### config.mk
export PLATFORM = sky130hd
export DESIGN_NAME = fetch_unit_flat
export DESIGN_NICKNAME = d
export VERILOG_FILES = /design/src/rtl/fetch_unit_if.sv /design/src/rtl/fetch_unit.sv /design/src/flat_wrapper.sv
export SDC_FILE = /design/constraint.sdc
export NUM_CORES = 1
export LEC_CHECK = 0
export CAP_MARGIN = 20
export CELL_PAD_IN_SITES_DETAIL_PLACEMENT = 0
export CELL_PAD_IN_SITES_GLOBAL_PLACEMENT = 1
export CORE_MARGIN = 5
export CORE_UTILIZATION = 32
export CTS_CLUSTER_SIZE = 16
export DETAILED_ROUTE_END_ITERATION = 16
export GPL_TIMING_DRIVEN = 0
export PLACE_DENSITY = 0.76
export SLEW_MARGIN = 20
export SYNTH_ARGS = -nofsm -noshare
export SYNTH_HDL_FRONTEND = slang
export SYNTH_SLANG_ARGS = --single-unit
### constraint.sdc
create_clock -name clk -period 2.15 [get_ports clk]
set_input_delay 0.645 -clock clk [delete_from_list [all_inputs] [get_ports clk]]
set_output_delay 0.645 -clock clk [all_outputs]
set_load 0.02 [all_outputs]
### src/rtl/fetch_unit_if.sv
// Instruction-memory read port used by the fetch stage.
// The fetch unit is the master (drives request and address); the memory
// side is the slave (returns grant, read-valid and read data).
interface fetch_unit_if;
    logic        mem_req;
    logic [31:0] mem_addr;
    logic        mem_gnt;
    logic        mem_rvalid;
    logic [31:0] mem_rdata;

    modport master (
        output mem_req,
        output mem_addr,
        input  mem_gnt,
        input  mem_rvalid,
        input  mem_rdata
    );

    modport slave (
        input  mem_req,
        input  mem_addr,
        output mem_gnt,
        output mem_rvalid,
        output mem_rdata
    );
endinterface

### src/rtl/fetch_unit.sv
// Instruction-fetch stage of the multicycle RV32I core.
// Owns PC, OldPC and IR. On fetch_start it reads the word at PC over a
// req/gnt/rvalid handshake, loads IR/oldpc and pulses fetch_done for the
// control unit. Misaligned fetches and stalled reads raise sticky flags.
module fetch_unit #(
    parameter logic [31:0] RESET_PC = 32'h0000_0000,
    parameter int unsigned TIMEOUT  = 255
) (
    input  logic               clk,
    input  logic               rst_n,
    input  logic               fetch_start,
    input  logic               pcwrite,
    input  logic [31:0]        pc_next,
    fetch_unit_if.master       mem,
    output logic [31:0]        instr,
    output logic [31:0]        oldpc,
    output logic [31:0]        pc,
    output logic               busy,
    output logic               fetch_done,
    output logic               misaligned,
    output logic               timeout_err
);

    localparam logic [31:0] NOP = 32'h0000_0013;

    // The last WAIT cycle that may still accept rvalid is the TIMEOUT-th one,
    // i.e. when the counter (cleared on grant) reads TIMEOUT-1.
    localparam logic [15:0] WAIT_LAST = 16'(TIMEOUT - 1);

    typedef enum logic [1:0] {
        IDLE,
        REQ,
        WAIT,
        DONE
    } state_t;

    state_t      state;
    logic [15:0] wait_cnt;

    // PC register: control may overwrite it in any state. The in-flight
    // address lives in mem_addr, so a PC change never disturbs a fetch.
    // NOTE: state registers use non-blocking (<=) so every flop samples
    // pre-edge values; blocking here would create ordering-dependent logic.
    always_ff @(posedge clk) begin
        if (!rst_n) begin
            pc <= RESET_PC;
        end else if (pcwrite) begin
            pc <= pc_next;
        end
    end

    // Fetch sequencer: IDLE -> REQ -> WAIT -> DONE -> IDLE, with registered
    // request, IR/oldpc loading, done pulse and sticky error flags.
    // NOTE: reset is synchronous, so it sits inside the clocked branch and
    // a late rvalid after reset is dropped simply because state is IDLE.
    always_ff @(posedge clk) begin
        if (!rst_n) begin
            state        <= IDLE;
            mem.mem_req  <= 1'b0;
            mem.mem_addr <= 32'h0;
            instr        <= NOP;
            oldpc        <= 32'h0;
            fetch_done   <= 1'b0;
            misaligned   <= 1'b0;
            timeout_err  <= 1'b0;
            wait_cnt     <= 16'h0;
        end else begin
            fetch_done <= 1'b0;
            case (state)
                IDLE: begin
                    if (fetch_start) begin
                        if (pc[1:0] == 2'b00) begin
                            mem.mem_req  <= 1'b1;
                            mem.mem_addr <= pc;
                            state        <= REQ;
                        end else begin
                            misaligned <= 1'b1;
                        end
                    end
                end
                REQ: begin
                    if (mem.mem_gnt) begin
                        mem.mem_req <= 1'b0;
                        wait_cnt    <= 16'h0;
                        state       <= WAIT;
                    end
                end
                WAIT: begin
                    if (mem.mem_rvalid) begin
                        instr      <= mem.mem_rdata;
                        oldpc      <= mem.mem_addr;
                        fetch_done <= 1'b1;
                        state      <= DONE;
                    end else if (wait_cnt == WAIT_LAST) begin
                        timeout_err <= 1'b1;
                        state       <= IDLE;
                    end else begin
                        wait_cnt <= wait_cnt + 16'd1;
                    end
                end
                DONE: begin
                    state <= IDLE;
                end
                default: begin
                    state <= IDLE;
                end
            endcase
        end
    end

    // Busy is a pure decode of the state register.
    assign busy = (state != IDLE);

endmodule
### src/flat_wrapper.sv
// flat-port wrapper written by rule: the top's interface ports become plain ports
module fetch_unit_flat 
#(
    parameter logic [31:0] RESET_PC = 32'h0000_0000,
    parameter int unsigned TIMEOUT  = 255
)
  (clk, rst_n, fetch_start, pcwrite, pc_next, instr, oldpc, pc, busy, fetch_done, misaligned, timeout_err, mem_mem_req, mem_mem_addr, mem_mem_gnt, mem_mem_rvalid, mem_mem_rdata);
  fetch_unit_if mem_i ();
  input  logic clk;
  input  logic rst_n;
  input  logic fetch_start;
  input  logic pcwrite;
  input  logic [31:0] pc_next;
  output logic [31:0] instr;
  output logic [31:0] oldpc;
  output logic [31:0] pc;
  output logic busy;
  output logic fetch_done;
  output logic misaligned;
  output logic timeout_err;
  output wire logic [$bits(mem_i.mem_req)-1:0] mem_mem_req;
  output wire logic [$bits(mem_i.mem_addr)-1:0] mem_mem_addr;
  input wire logic [$bits(mem_i.mem_gnt)-1:0] mem_mem_gnt;
  input wire logic [$bits(mem_i.mem_rvalid)-1:0] mem_mem_rvalid;
  input wire logic [$bits(mem_i.mem_rdata)-1:0] mem_mem_rdata;
  assign mem_mem_req = mem_i.mem_req;
  assign mem_mem_addr = mem_i.mem_addr;
  assign mem_i.mem_gnt = mem_mem_gnt;
  assign mem_i.mem_rvalid = mem_mem_rvalid;
  assign mem_i.mem_rdata = mem_mem_rdata;
  fetch_unit #(.RESET_PC(RESET_PC), .TIMEOUT(TIMEOUT)) u_core (.clk(clk), .rst_n(rst_n), .fetch_start(fetch_start), .pcwrite(pcwrite), .pc_next(pc_next), .mem(mem_i), .instr(instr), .oldpc(oldpc), .pc(pc), .busy(busy), .fetch_done(fetch_done), .misaligned(misaligned), .timeout_err(timeout_err));
endmodule
==> flow_summary.toml, run 1 <==
[worst_setup_path]
cp_max_fo = 3
critPathKind = "flip-flop to output port"
slowest_delay_ns = 0.65
arrival_ns = 1.44
cp_top_family = "buffers and inverters"
critical_path_buf_inv_count = 1
slowest_stage = "clkdlybuf4s50_1"
start_kind = "flip-flop"
critPathRequiredTime_ns = 1.50
rrSetupSlack_ns = 0.33
crit_chain = "clkdlybuf4s50_1"
critPathCaptureType = "output port"

[yosys]
yosys_warnings = 0
synth_area_mm2 = 0.00570
syn_avg_cell_area_um2 = 8.48
syn_inst = 672
async_flop_share_pct = 0
synth_area_leaders = "dfxtp_1 53%, nand2_1 13%, a21oi_1 9.2%"
synth.distinct_cells = 52
synth_ff_type = "dfxtp_1"
synth_area_leader_cell = "dfxtp_1"
ys_seq_area_share_pct = 52.7
synth.top_cell.area_share_pct = 52.7
synth_fp_nets = 744
ys_seq_elements = 150
synth_edf_count = 0

[place]
dp_slack_ns = -0.366
dp.final_hpwl_mm = 13.1
gp_congestion = 0.819
placed_cell_area_mm2 = 0.00798
io_buffers = 200

[cts]
postCtsSetupRepairBufs = 0
cts_buffers = 17
cts_root_buffer = "clkbuf_16"
cts.sinks = 150
cts_max_path_buffers = 2
clkLatencyLatePin_ns = 0.42
path_clk_slew_ns = 0.06
cts_hold_buf = 0
cts_tree = "yes"
cts.htree.levels = 4

[floorplan]
die_area_mm2 = 0.0206
ios = 203
rows = 48
dieHeight_um = 143
dieWidth_um = 143
core_area_mm2 = 0.0174
initial_core_util_pct = 32.8

[power_and_ir_drop]
powerDensity_mw_per_mm2 = 784
static-leakage-power_nw = 3.17
vdd_drop_max_mv = 0.578

[global_routing]
grt_max_degree = 17
track_usage_pct = 16.9
antenna_found_initial = 0
grt_overflow_total = 0
first_global_vias = 5213
grt_pass1_wl_mm = 27.4

[sta]
hold_viol = 0
finalWorstSetupSlack_ns = 0.0648
period_minus_slack_ns = 2.09
slew_viol_final = 0
fmax_mhz = 480
rsz0062_at_grt = "yes"
period_share_pct = 97.0
tightest_slew_ns = 0.688
finalSetupViolCount = 0
whs_ns = 0.451
maxSlewHeadroom_pct = 54.2
fin_skew_ns = 0.00794

[route]
num_vias = 5238
avgViaCountPerCell = 4.64
drc = 0
wl_mm = 17.6
drtAntennaViolNets = 0
first_iter_violations = 233
first_pass_iters = 4
post_drt_wl_per_cell_um = 15.6

[layout]
utilization_pct = 49.4
register_area_mm2 = 0.00300
fillers = 1754
design_area_mm2 = 0.00858
syn2layout_area_growth_pct = 50.5
drive_gt1_share_pct = 6.64
antenna_cells = 0
nets = 963
multi_input_area_mm2 = 0.00247

[job]
cap_violations = 0

[worst_hold_path]
hold_path_class = "flip-flop to flip-flop"

[status]
outcome = "finished, final reports clean"
per-layer routing:
metal	track usage (%)	up-vias	wire length, um
met5	0	-	0
li1	-	2713	-
met1	20.0	2355	7550
met3	7.22	16	1780
met2	27.8	154	8020
met4	5.35	0	224
layout by cell type, fill, tap and decap left out, types with 3 or more instances in the layout:
cell type        instances
dlymetal6s2s_1           3
inv_1                    5
clkbuf_16               17
nand2_1                197
and3_1                   8
buf_1                    9
nor4_1                   5
clkbuf_1                23
nor3_1                   3
o21a_1                   3
a41oi_1                  4
dfxtp_1                150
nor2b_1                  3
a31oi_1                  5
nand3_1                  9
o21ai_0                  5
nand4_1                  4
clkdlybuf4s50_1        195
and2_1                   3
a21oi_1                105
mux2i_1                 34
buf_2                   14
nor2_1                  42
clkbuf_8                 3
tightest hold or removal path: stages, from the launching register on:
cell     delay [ns]
dfxtp_1        0.30
nand2_1        0.05
a21oi_1        0.05
final cells by class:
| type | count | area share [%] |
|---|---|---|
| clock buffer | 22 | 5.53 |
| multi-input combinational | 469 | 28.8 |
| clock inverter | 10 | 1.40 |
| buffer | 47 | 2.41 |
| timing repair buffer | 200 | 23.3 |
| inverter | 6 | 0.263 |
| sequential | 150 | 35.0 |
| tap | 225 | 3.28 |
sequential cells by signal, indices dropped and copies added (netlist names):
signal and cells:
u_core.state 2, u_core.wait_cnt 16, u_core.mem.mem_req 1, u_core.mem.mem_addr 32
u_core.fetch_done 1, u_core.pc 32, u_core.misaligned 1, u_core.timeout_err 1
u_core.instr 32, u_core.oldpc 32
through the flow:
stage               setup TNS [ns]  total power, mW  cells
floorplan                        0             3.40    672
global placement            -24.53             3.83   1097
detailed placement          -28.68             3.83   1097
CTS                              0             6.82   1129
global route                -0.160             7.02   1129
finish                           0             6.73   1129
worst paths after layout:
| check | start | end | cells after the start |
|---|---|---|---|
| worst min register to register | u_core.oldpc[18] | u_core.oldpc[18] | 2 |
| worst min-delay path | u_core.oldpc[18] | u_core.oldpc[18] | 2 |
| worst max register to register | u_core.wait_cnt[1] | u_core.wait_cnt[5] | 5 |
| worst max-delay path | u_core.mem.mem_addr[0] | mem_mem_addr[0] | 1 |
cell usage after synthesis (5+ instances only):
cell type and count:
nor4_1 5, o21ai_0 5, buf_2 14, inv_1 5, a31oi_1 5, buf_1 8, nand2_1 197, nor2_1 42
nand3_1 9, mux2i_1 34, clkbuf_1 23, dfxtp_1 150, and3_1 8, a21oi_1 105
power by group:
group	internal [mW]	switching [mW]	total [mW]
clock network	1.81	1.17	2.98
registers	2.87	0.0639	2.93
logic	0.368	0.447	0.815
total	5.04	1.68	6.73
logic make-up after synthesis:
family                   after synthesis  share of synthesized area (%)
AO/OA/AOI/OAI                        141                           14.2
adder cells (fa/ha/maj)                2                          0.439
buffers and inverters                 53                           4.00
flip-flops                           150                           52.7
multiplexers                          34                           5.97
AND/OR/NAND/NOR                      292                           22.7
what timing repair did:
item                                    in CTS  in global routing
endpoints found under the setup margin       2                 19
cloned                                       0                  0
gates resized for setup                      2                  8
Note: power is estimated with default switching activity, not from simulation.
==> inputs of run 2 (changes only) <==
--- a/config.mk
+++ b/config.mk
@@ -7,2 +7,3 @@
 export LEC_CHECK = 0
+export ABC_CLOCK_PERIOD_IN_PS = 2150
 export CAP_MARGIN = 20
@@ -12,2 +13,3 @@
 export CORE_UTILIZATION = 32
+export CTS_BUF_LIST = sky130_fd_sc_hd__clkbuf_16
 export CTS_CLUSTER_SIZE = 16
--- a/constraint.sdc
+++ b/constraint.sdc
@@ -3,2 +3,2 @@
 set_output_delay 0.645 -clock clk [all_outputs]
-set_load 0.02 [all_outputs]
+set_load 0.01 [all_outputs]
==> flow_summary.toml, run 2 (synthesis gave the netlist of run 1 again) <==
[status]
outcome = "finished, final reports clean"

[worst_setup_path]
crit_chain = "clkdlybuf4s50_1"
cp_max_fo = 4
arrival_ns = 1.41
critPathCaptureType = "output port"
critPathKind = "flip-flop to output port"
slowest_stage = "clkdlybuf4s50_1"
critPathRequiredTime_ns = 1.50
cp_top_family = "buffers and inverters"
start_kind = "flip-flop"
setup.worst_path.start = "u_core.pc[0]"
slowest_delay_ns = 0.58
r2r_start = "u_core.wait_cnt[1]"
critical_path_buf_inv_count = 1

[power_and_ir_drop]
p_seq_share_pct = 44.8
static-leakage-power_nw = 3.11
power.switching_mw = 1.61
comb_power_share_pct = 11.5
intPower_mw = 4.93
vdd_drop_max_mv = 0.570
swShare_pct = 24.6
p_clk_share_pct = 43.7
powerDensity_mw_per_mm2 = 765

[floorplan]
core_area_mm2 = 0.0174
dieHeight_um = 143
ios = 203
dieWidth_um = 143
rows = 48
die_area_mm2 = 0.0206
initial_core_util_pct = 32.8

[layout]
syn2layout_area_growth_pct = 50.0
final_cell_mix = "199 x clkdlybuf4s50_1, 197 x nand2_1, 150 x dfxtp_1"
drive_gt1_share_pct = 6.19
mostFrequentLayoutCell = "clkdlybuf4s50_1"
antenna_cells = 0
fin_cells = 1129
design_area_mm2 = 0.00855
nets = 963

[global_routing]
met3_usage_pct = 7.22
grt_overflow_total = 0
first_global_vias = 5212
grt_max_degree = 17
track_usage_pct = 16.9
grt_pass1_wl_mm = 27.4
antenna_found_initial = 0
grt_use_met2_pct = 27.8
use_met1_pct = 20.1
gr-max-usage-layer = "met2"

[place]
placed_cell_area_mm2 = 0.00798
dp.cells = 1097
dp.final_hpwl_mm = 13.1
gp_congestion = 0.819
io_buffers = 200

[route]
first_iter_violations = 218
wl_mm = 17.6
drc = 0
post_drt_wl_per_cell_um = 15.6
num_vias = 5253
avgViaCountPerCell = 4.65
drtAntennaViolNets = 0
first_pass_iters = 4

[sta]
period_share_pct = 95.8
rsz0062_at_grt = "yes"
fmax_mhz = 486
finalSetupViolCount = 0
fin_skew_ns = 0.00836
hold_viol = 0
tightest_slew_ns = 0.697
slew_viol_final = 0
maxSlewHeadroom_pct = 53.6
period_minus_slack_ns = 2.06

[cts]
cts_hold_buf = 0
cts_buffers = 17
cts_tree = "yes"
cts_max_path_buffers = 2
ctsResizeCount = 1
cts.htree.levels = 4
postCtsSetupRepairBufs = 0
cts.sinks = 150
path_clk_slew_ns = 0.06
cts_root_buffer = "clkbuf_16"
clkLatencyLatePin_ns = 0.42

[job]
cap_violations = 0

[worst_hold_path]
min-delay-start = "u_core.oldpc[18]"
hold_path_class = "flip-flop to flip-flop"
==> run 2: metal layers <==
metal	part of all wire (%)	vias up	wire [um]
met2	46	160	8080
met1	43	2366	7530
li1	-	2713	-
met5	0	-	0
met4	1.0	0	178
met3	10	14	1770
==> run 2: path summary, 6_finish.rpt <==
kind | endpoint | slack [ns] | cells past startpoint
worst min-delay path | u_core.oldpc[18] | 0.45 | 2
worst max register to register | u_core.wait_cnt[5] | 0.31 | 5
worst min register to register | u_core.oldpc[18] | 0.45 | 2
worst max-delay path | pc[0] | 0.09 | 1
==> run 2: power by group through the flow <==
stage	logic, mW	clock network (mW)	registers (mW)
final	0.752	2.86	2.93
after global routing	0.829	3.06	2.95
after CTS	0.769	2.94	2.93
after detailed placement	0.768	0	2.99
after global placement	0.768	0	2.99
after floorplan	0.318	0	3.02
==> run 2: area by class of cell <==
| type | count | area (um^2) |
|---|---|---|
| Clock buffer | 17 | 425 |
| Timing Repair Buffer | 200 | 2000 |
| Clock inverter | 15 | 139 |
| Sequential cell | 150 | 3000 |
| Fill cell | 1756 | 8810 |
| Inverter | 6 | 22.5 |
| Tap cell | 225 | 282 |
| Multi-Input combinational cell | 469 | 2470 |
| Buffer | 47 | 206 |
==> run 2: stage by stage <==
step           setup TNS, ns  utilization, %  hold slack [ns]  power, mW  setup slack [ns]
6_report                   0            49.2            0.451       6.54            0.0912
4_1_cts                    0            49.2            0.454       6.64            0.0578
3_5_place_dp          -28.68            46.0            0.446       3.76            -0.366
3_3_place_gp          -24.53            46.0            0.441       3.76            -0.321
5_1_grt               -0.161            49.2            0.468       6.84           -0.0272
2_1_floorplan              0               -            0.481       3.34             0.454
